**src/rtl/mac_seq_ctrl_pkg.sv**
```systemverilog
// mac_seq_ctrl_pkg: FSM states, datapath widths (16/28/33) and sat28/sat16 saturation helpers
package mac_seq_ctrl_pkg;
  typedef enum logic [1:0] {IDLE, ISSUE, WAIT, DONE} state_t;
  localparam int DATA_W = 16;
  localparam int ACC_W = 28;
  localparam int P_W = 33;
  function automatic logic signed [ACC_W-1:0] sat28(input logic signed [P_W-1:0] p);
    return (&p[P_W-1:ACC_W-1] || ~|p[P_W-1:ACC_W-1]) ? p[ACC_W-1:0] : {p[P_W-1], {(ACC_W-1){~p[P_W-1]}}};
  endfunction
  function automatic logic signed [DATA_W-1:0] sat16(input logic signed [ACC_W-1:0] v);
    return (&v[ACC_W-1:DATA_W-1] || ~|v[ACC_W-1:DATA_W-1]) ? v[DATA_W-1:0] : {v[ACC_W-1], {(DATA_W-1){~v[ACC_W-1]}}};
  endfunction
endpackage

```
**src/rtl/mac_seq_ctrl.sv**
```systemverilog
// mac_seq_ctrl: sequences TAPS products through an external P=A*B+C unit (start/bias, in_* stream, mac_* unit, out_*/result/busy), MAC_SEQ_CTRL_RELU_EN clamps result at 0
module mac_seq_ctrl
  import mac_seq_ctrl_pkg::*;
#(
  parameter int TAPS = 25,
  parameter int MAC_LATENCY = 3,
  parameter int FRAC_BITS = 8
) (
  input  logic                     clk,
  input  logic                     rst,
  input  logic                     start,
  input  logic signed [ACC_W-1:0]  bias,
  input  logic                     in_valid,
  output logic                     in_ready,
  input  logic signed [DATA_W-1:0] pixel,
  input  logic signed [DATA_W-1:0] weight,
  output logic                     mac_ce,
  output logic                     mac_sclr,
  output logic signed [DATA_W-1:0] mac_a,
  output logic signed [DATA_W-1:0] mac_b,
  output logic signed [ACC_W-1:0]  mac_c,
  input  logic signed [P_W-1:0]    mac_p,
  output logic                     out_valid,
  input  logic                     out_ready,
  output logic signed [DATA_W-1:0] result,
  output logic                     busy
);
  localparam int TW = $clog2(TAPS + 1);
  localparam int WW = $clog2(MAC_LATENCY + 1);
  state_t state, next;
  logic signed [ACC_W-1:0] acc;
  logic signed [DATA_W-1:0] a_q, b_q, r16;
  logic [TW-1:0] tap;
  logic [WW-1:0] wcnt;
  logic last_tap;
  assign last_tap = tap == TW'(TAPS - 1);
  always_ff @(posedge clk or posedge rst)
    if (rst) state <= IDLE;
    else state <= next;
  always_comb begin
    next = state;
    in_ready = 1'b0;
    mac_ce = 1'b0;
    mac_sclr = 1'b0;
    out_valid = 1'b0;
    busy = 1'b1;
    case (state)
      IDLE: begin
        busy = 1'b0;
        mac_sclr = start && !rst;
        next = start ? ISSUE : IDLE;
      end
      ISSUE: begin
        in_ready = 1'b1;
        mac_ce = in_valid;
        next = in_valid ? WAIT : ISSUE;
      end
      WAIT: begin
        mac_ce = 1'b1;
        next = wcnt != '0 ? WAIT : last_tap ? DONE : ISSUE;
      end
      default: begin
        out_valid = 1'b1;
        next = out_ready ? IDLE : DONE;
      end
    endcase
  end
  always_ff @(posedge clk or posedge rst)
    if (rst) begin
      acc <= '0;
      tap <= '0;
      wcnt <= '0;
      a_q <= '0;
      b_q <= '0;
    end else begin
      if (state == IDLE && start) begin
        acc <= bias;
        tap <= '0;
      end
      if (state == ISSUE && in_valid) begin
        a_q <= pixel;
        b_q <= weight;
        wcnt <= WW'(MAC_LATENCY - 1);
      end
      if (state == WAIT) begin
        wcnt <= wcnt - WW'(1);
        if (wcnt == '0) begin
          acc <= sat28(mac_p);
          if (!last_tap) tap <= tap + TW'(1);
        end
      end
    end
  // operands pass straight through while issuing, then hold for the pipeline; acc is stable until capture
  assign mac_a = state == ISSUE ? pixel : a_q;
  assign mac_b = state == ISSUE ? weight : b_q;
  assign mac_c = acc;
  assign r16 = sat16(acc >>> FRAC_BITS);
`ifdef MAC_SEQ_CTRL_RELU_EN
  assign result = out_valid && !r16[DATA_W-1] ? r16 : '0;
`else
  assign result = out_valid ? r16 : '0;
`endif
endmodule

```
**config.mk**
```make
export PLATFORM = sky130hd
export DESIGN_NAME = mac_seq_ctrl
export DESIGN_NICKNAME = d
export VERILOG_FILES = /design/src/rtl/mac_seq_ctrl_pkg.sv /design/src/rtl/mac_seq_ctrl.sv
export SDC_FILE = /design/constraint.sdc
export NUM_CORES = 1
export LEC_CHECK = 0
export CORE_ASPECT_RATIO = 0.8
export CORE_MARGIN = 2
export CORE_UTILIZATION = 44
export DETAILED_ROUTE_END_ITERATION = 8
export PLACE_DENSITY = 0.94
export SYNTH_ARGS = -nofsm -noshare
export SYNTH_HDL_FRONTEND = slang
export SYNTH_SLANG_ARGS = --single-unit
```
**constraint.sdc**
```tcl
create_clock -name clk -period 3.2 [get_ports clk]
set_clock_uncertainty 0.15 [all_clocks]
set_input_delay 0.48 -clock clk [delete_from_list [all_inputs] [get_ports clk]]
set_output_delay 0.48 -clock clk [all_outputs]
set_load 0.02 [all_outputs]
```
==> metrics.cfg, run 1 <==
[outcome]
status=finished clean

[logic_synthesis]
async_reset_ff_frac=1.00
synth_top_area_share=0.396
synth_edf_count=0
yosysMostFrequentCell=dfrtp_1
syn_area_per_cell_um2=10.4
synth_area_um2=4360
synth_flop_cell=dfrtp_1
ys_seq_area_frac=0.396
synth_cell_types=41
syn-num-nets=526
synth.area.top_cells=dfrtp_1, mux2_2, o31ai_2
synthCells=421
yosys-top-cells-count=dfrtp_1, mux2_2, nand2_1
ys_warn_count=0
synth_seq_cells=69
synth_largest_area_cell=dfrtp_1

[global_routing]
antenna_found_initial=0
grt_pass1_vias=3978
grt_max_degree=57
gr-total-overflow=0
grt_pass1_wl_um=19900
grt_util_all_layers=0.236

[route]
remaining_drc_errors=0
vias=3982
dr.first_iter.drc_count=181
final_antenna_net_count=0
avgViaCountPerCell=5.53
drt_wl_total_um=12400
dr.pass1.iters=5
avgRoutedWirePerCell_um=17.3

[hold_path]
hp-class=register to register
holdPathStages=1
hold_start=b_q[3]

[floorplanning]
initial_utilization=0.452
dieWidth_um=115
die_h_um=93.0
core-area_um2=9650
dieArea_um2=10700
rows=32
io_pins=179

[worst_setup_path]
slowest_delay_ns=0.62
worst_setup_path_end_kind=output port
cp.depth=7
worstPathMaxFanout=35
path_class=register to output port
r2r-start=state[1]
crit_arrival_ns=2.34
r2r_cells=6
crit_buf_inv=3
required_ns=2.57
path_delay_family=buffers and inverters
start_kind=register
cp_slowest_cell=clkdlybuf4s50_1
crit_path_cell_trace=inv_1, ha_1, buf_4, and2_1, nor2_1, nor2b_1, clkdlybuf4s50_1
startpoint=state[1]

[sta]
period_needed_ns=2.97
worst_slew_pin_slew_ns=0.782
totalNegativeSetupSlack_ns=0
rsz0062_at_grt=no
fin_crit_sh=0.929
final-setup-viol-count=0
slew-limit-headroom=0.479
max_freq_mhz=337
hold_viol=0
maxSlewViolCount=0

[cts]
clkTransAtPathRegs_ns=0.06
cts_buffers=9
insertion_delay_ns=0.32
cts_tree=yes
root_buffer=clkbuf_16
clk_path_buf_depth=2
cts_sinks=69
htreeDepth=3

[layout]
n_antenna_cell=0
num-nets-final=684
nFillCells=747
drive_gt1_frac=0.205
synthToLayoutAreaGrowth_pct=49.1

[placed_design]
port_buffers=178
gp_congestion=0.887
hpwl_um=9030

[run]
max_cap_viol_count=0

[power]
ir_drop_mv=0.419
finalPower_mw=6.05
leakage_nw=2.51
power_density_nw_per_um2=932

-- cell families after synthesis --
group                      Yosys count  share of synthesized area
buffers and inverters               53                     0.0614
and+or+nand+nor                     84                      0.101
adders and majority gates            7                     0.0201
AOI/OAI and AO/OA                  141                      0.249
DFF                                 69                      0.396
muxes                               67                      0.173
-- what timing repair did --
item | CTS | global route
endpoints found under the hold margin | 0 | 0
resized for setup | 1 | 2
setup buffers | 0 | 0
hold buffers | 0 | 0
gates cloned | 0 | 0
endpoints found under the setup margin | 15 | 2
-- power breakdown --
| part | switching [mW] | total (mW) | internal (mW) |
|---|---|---|---|
| registers | 0.267 | 1.55 | 1.29 |
| clock network | 0.389 | 0.995 | 0.605 |
| logic | 1.70 | 3.51 | 1.81 |
| total | 2.35 | 6.05 | 3.70 |
-- layout make-up --
type | count | area (um^2) | area share
clock buffer | 9 | 225 | 0.0347
clock inverter | 7 | 75.1 | 0.0116
inverter | 11 | 41.3 | 0.00635
multi-input combinational | 299 | 2380 | 0.367
sequential | 69 | 1730 | 0.266
tap | 136 | 170 | 0.0262
timing repair buffer | 189 | 1880 | 0.289
-- state kept, by name (all words and copies together), names as in the netlist --
signal / cells
mac_c: 28
a_q: 16
b_q: 16
tap: 5
state: 2
wcnt: 2
-- per-stage QoR --
stage                     hold slack [ns]  utilization  std cells  setup slack [ns]  cell area (um^2)
final                               0.350        0.673        720             0.228              6500
after global routing                0.367        0.673        720            0.0629              6500
after floorplan                     0.327            -        421             0.830              4360
after detailed placement            0.343        0.640        704             0.160              6180
after CTS                           0.356        0.672        720             0.115              6480
after global placement              0.336        0.640        704             0.250              6180
-- placed cells by master, fill, tap and decap left out, types with 2 or more instances in the layout --
| cell type | instances |
|---|---|
| o31ai_2 | 18 |
| clkinvlp_4 | 3 |
| o31ai_1 | 7 |
| nand2_1 | 36 |
| a31o_2 | 2 |
| clkbuf_16 | 9 |
| dfrtp_1 | 69 |
| a21boi_0 | 29 |
| and3_1 | 27 |
| and2_1 | 4 |
| a21oi_1 | 5 |
| nand3_1 | 4 |
| buf_4 | 10 |
| inv_1 | 10 |
| o31ai_4 | 2 |
| o211ai_1 | 27 |
| o21ai_0 | 34 |
| clkdlybuf4s50_1 | 178 |
| a22o_1 | 2 |
| nor2_1 | 2 |
| o21a_1 | 10 |
| ha_1 | 7 |
| mux2_2 | 65 |
-- worst paths after layout --
path / endpoint / slack [ns]
setup / recovery: mac_ce / 0.23
hold / removal: b_q[3] / 0.35
setup reg to reg: a_q[2] / 0.90
hold reg to reg: b_q[3] / 0.35
max in group asynchronous: a_q[14] / 1.87
min in group asynchronous: a_q[6] / 0.39
-- per-layer routing --
layer,vias up,routed length (um),global-route usage
met1,1940,5080,0.294
met5,-,0,0
met4,0,266,0.0793
met3,23,764,0.0493
li1,1868,-,-
met2,151,6310,0.406
Power figures use the tool's default switching activity.
==> inputs of run 2 (changes only) <==
--- a/config.mk
+++ b/config.mk
@@ -5,11 +5,13 @@
 export SDC_FILE = /design/constraint.sdc
 export NUM_CORES = 1
 export LEC_CHECK = 0
+export ABC_AREA = 1
 export CORE_ASPECT_RATIO = 0.8
 export CORE_MARGIN = 2
-export CORE_UTILIZATION = 44
+export CORE_UTILIZATION = 42
 export DETAILED_ROUTE_END_ITERATION = 8
 export PLACE_DENSITY = 0.94
+export SKIP_CTS_REPAIR_TIMING = 1
 export SYNTH_ARGS = -nofsm -noshare
 export SYNTH_HDL_FRONTEND = slang
 export SYNTH_SLANG_ARGS = --single-unit
==> metrics.cfg, run 2 <==
[placed_design]
placed_cell_area_um2=5650  ; -8.6%
gp_congestion=0.758  ; -15%
port_buffers=178  ; unchanged
placed_cells=812  ; +15%
hpwl_um=8410  ; -6.8%

[route]
drt_wl_total_um=11600  ; -6.3%
remaining_drc_errors=0  ; unchanged
vias=4174  ; +4.8%
dr.first_iter.drc_count=214  ; +18%
final_antenna_net_count=0  ; unchanged
avgRoutedWirePerCell_um=14.1  ; -18%
avgViaCountPerCell=5.05  ; -8.6%
dr.pass1.iters=5  ; unchanged

[cts]
root_buffer=clkbuf_16
insertion_delay_ns=0.32  ; about the same
htreeDepth=3  ; unchanged
cts_sinks=69  ; unchanged
clkTransAtPathRegs_ns=0.05  ; about the same
cts_buffers=9  ; unchanged
clk_path_buf_depth=2  ; unchanged
cts_tree=yes

[logic_synthesis]
yosys-top-cells-count=nand2_1, o21ai_0, dfrtp_1
synth.area.top_cells=dfrtp_1, nand2_1, o21ai_0
synthCells=542  ; +29%
yosysMostFrequentCell=nand2_1
async_reset_ff_frac=1.00  ; unchanged
synth_edf_count=0  ; unchanged
synth_largest_area_cell=dfrtp_1
synth_top_area_share=0.452  ; +0.0558
synth_cell_types=22  ; -46%
synth_area_um2=3820  ; -12%
syn_area_per_cell_um2=7.05  ; -32%
syn-num-nets=647  ; +23%
synth_flop_cell=dfrtp_1
synth_seq_cells=69  ; unchanged
ys_seq_area_frac=0.452  ; +0.0558
ys_warn_count=0  ; unchanged

[global_routing]
antenna_found_initial=0  ; unchanged
grt_pass1_vias=4137  ; +4.0%
grt_max_degree=56  ; -1.8%
gr-total-overflow=0  ; unchanged
grt_pass1_wl_um=18700  ; -6.0%
grt_util_all_layers=0.231  ; -0.00439

[worst_setup_path]
startpoint=state[0]
r2r-start=state[1]
cp_slowest_cell=clkdlybuf4s50_1
start_kind=register
required_ns=2.57  ; about the same
slowest_delay_ns=0.69  ; +0.07 ns
worst_setup_path_end_kind=output port
worstPathMaxFanout=19  ; -46%
path_class=register to output port
crit_arrival_ns=2.44  ; +0.10 ns
crit_path_cell_trace=ha_1, clkinv_1, a21oi_1, clkdlybuf4s50_1

[layout]
drive_gt1_frac=0.0366  ; -0.169
n_antenna_cell=0  ; unchanged
fin_util=0.660  ; -0.0137
synthToLayoutAreaGrowth_pct=54.8
largest_reg_flops=28  ; unchanged
final_area_um2=5910  ; -9.0%
num-nets-final=813  ; +19%
nFillCells=762  ; +2.0%
final_common_cell=nand2_1
mostFrequentLayoutCells=nand2_1, clkdlybuf4s50_1, o21ai_0
fin_cells=826  ; +15%

[floorplanning]
initial_utilization=0.426  ; -0.0253
die_h_um=89.3  ; -4.0%
core-area_um2=8960  ; -7.1%
dieArea_um2=9880  ; -7.9%
io_pins=179  ; unchanged
dieWidth_um=111  ; -4.0%
rows=31  ; -3.1%

[sta]
period_needed_ns=3.07  ; +0.0993 ns
final-setup-viol-count=0  ; unchanged
hold_viol=0  ; unchanged
worst_slew_pin_slew_ns=0.937  ; +0.155 ns
rsz0062_at_grt=no
totalNegativeSetupSlack_ns=0  ; unchanged
slew-limit-headroom=0.375  ; -0.104
fin_crit_sh=0.960  ; +0.0310
maxSlewViolCount=0  ; unchanged
max_freq_mhz=326  ; -3.2%

[power]
leakage_nw=2.74  ; +9.4%
power_density_nw_per_um2=946  ; +1.5%
ir_drop_mv=0.513  ; +22%

[hold_path]
hold_start=a_q[6]
hp-class=register to register

[outcome]
status=finished clean

[run]
max_cap_viol_count=0  ; unchanged

run 2: path summary, 6_finish.rpt:
kind | end | slack, ns | cells after the start
min | a_q[6] | 0.33 | 2
min reg2reg | a_q[6] | 0.33 | 2
max | result[13] | 0.13 | 4
min in group asynchronous | wcnt[1] | 0.45 | 2
max in group asynchronous | b_q[8] | 1.81 | 3
max reg2reg | mac_c[21] | 1.11 | 8
run 2: worst max-delay path, delay by kind of cell, from the launching register on:
kind,cells,cell delay [ns]
flops,1,0.37
buf+inv,2,1.16
compound gates,1,0.36
fa+ha+maj,1,0.23
run 2: metrics by stage:
stage / hold slack [ns] / total power, mW / setup slack [ns]
after floorplan: 0.303 / 3.27 / 0.830
after global routing: 0.373 / 5.99 / 0.0363
after global placement: 0.317 / 4.57 / 0.515
final: 0.333 / 5.59 / 0.129
after detailed placement: 0.326 / 4.69 / 0.497
after CTS: 0.338 / 5.62 / 0.162
run 2: logic make-up after synthesis:
kind of cell,count (synthesis),synth area share
flops,69,0.452
simple gates,259,0.261
fa+ha+maj,7,0.0229
compound gates,120,0.163
buf+inv,85,0.0963
xor+xnor,2,0.00459
run 2: routing by layer:
metal  GRT usage  up-vias  part of all wire
met4      0.0864        0             0.014
met5           0        -                 0
met2       0.408      150              0.52
li1            -     2021                 -
met3      0.0590       20             0.059
met1       0.280     1983              0.40
run 2: layout make-up:
type	instances	area [um^2]	share of cell area
timing repair buffer	184	1840	0.311
multi-input combinational	388	1730	0.292
sequential	69	1730	0.292
clock buffer	12	256	0.0434
tap	115	144	0.0243
clock inverter	2	10.0	0.00169
inverter	56	210	0.0356
run 2: power by group:
| group | internal [mW] | switching, mW | total [mW] |
|---|---|---|---|
| Clock | 0.555 | 0.341 | 0.896 |
| Combinational | 1.38 | 1.78 | 3.16 |
| Sequential | 1.27 | 0.272 | 1.54 |
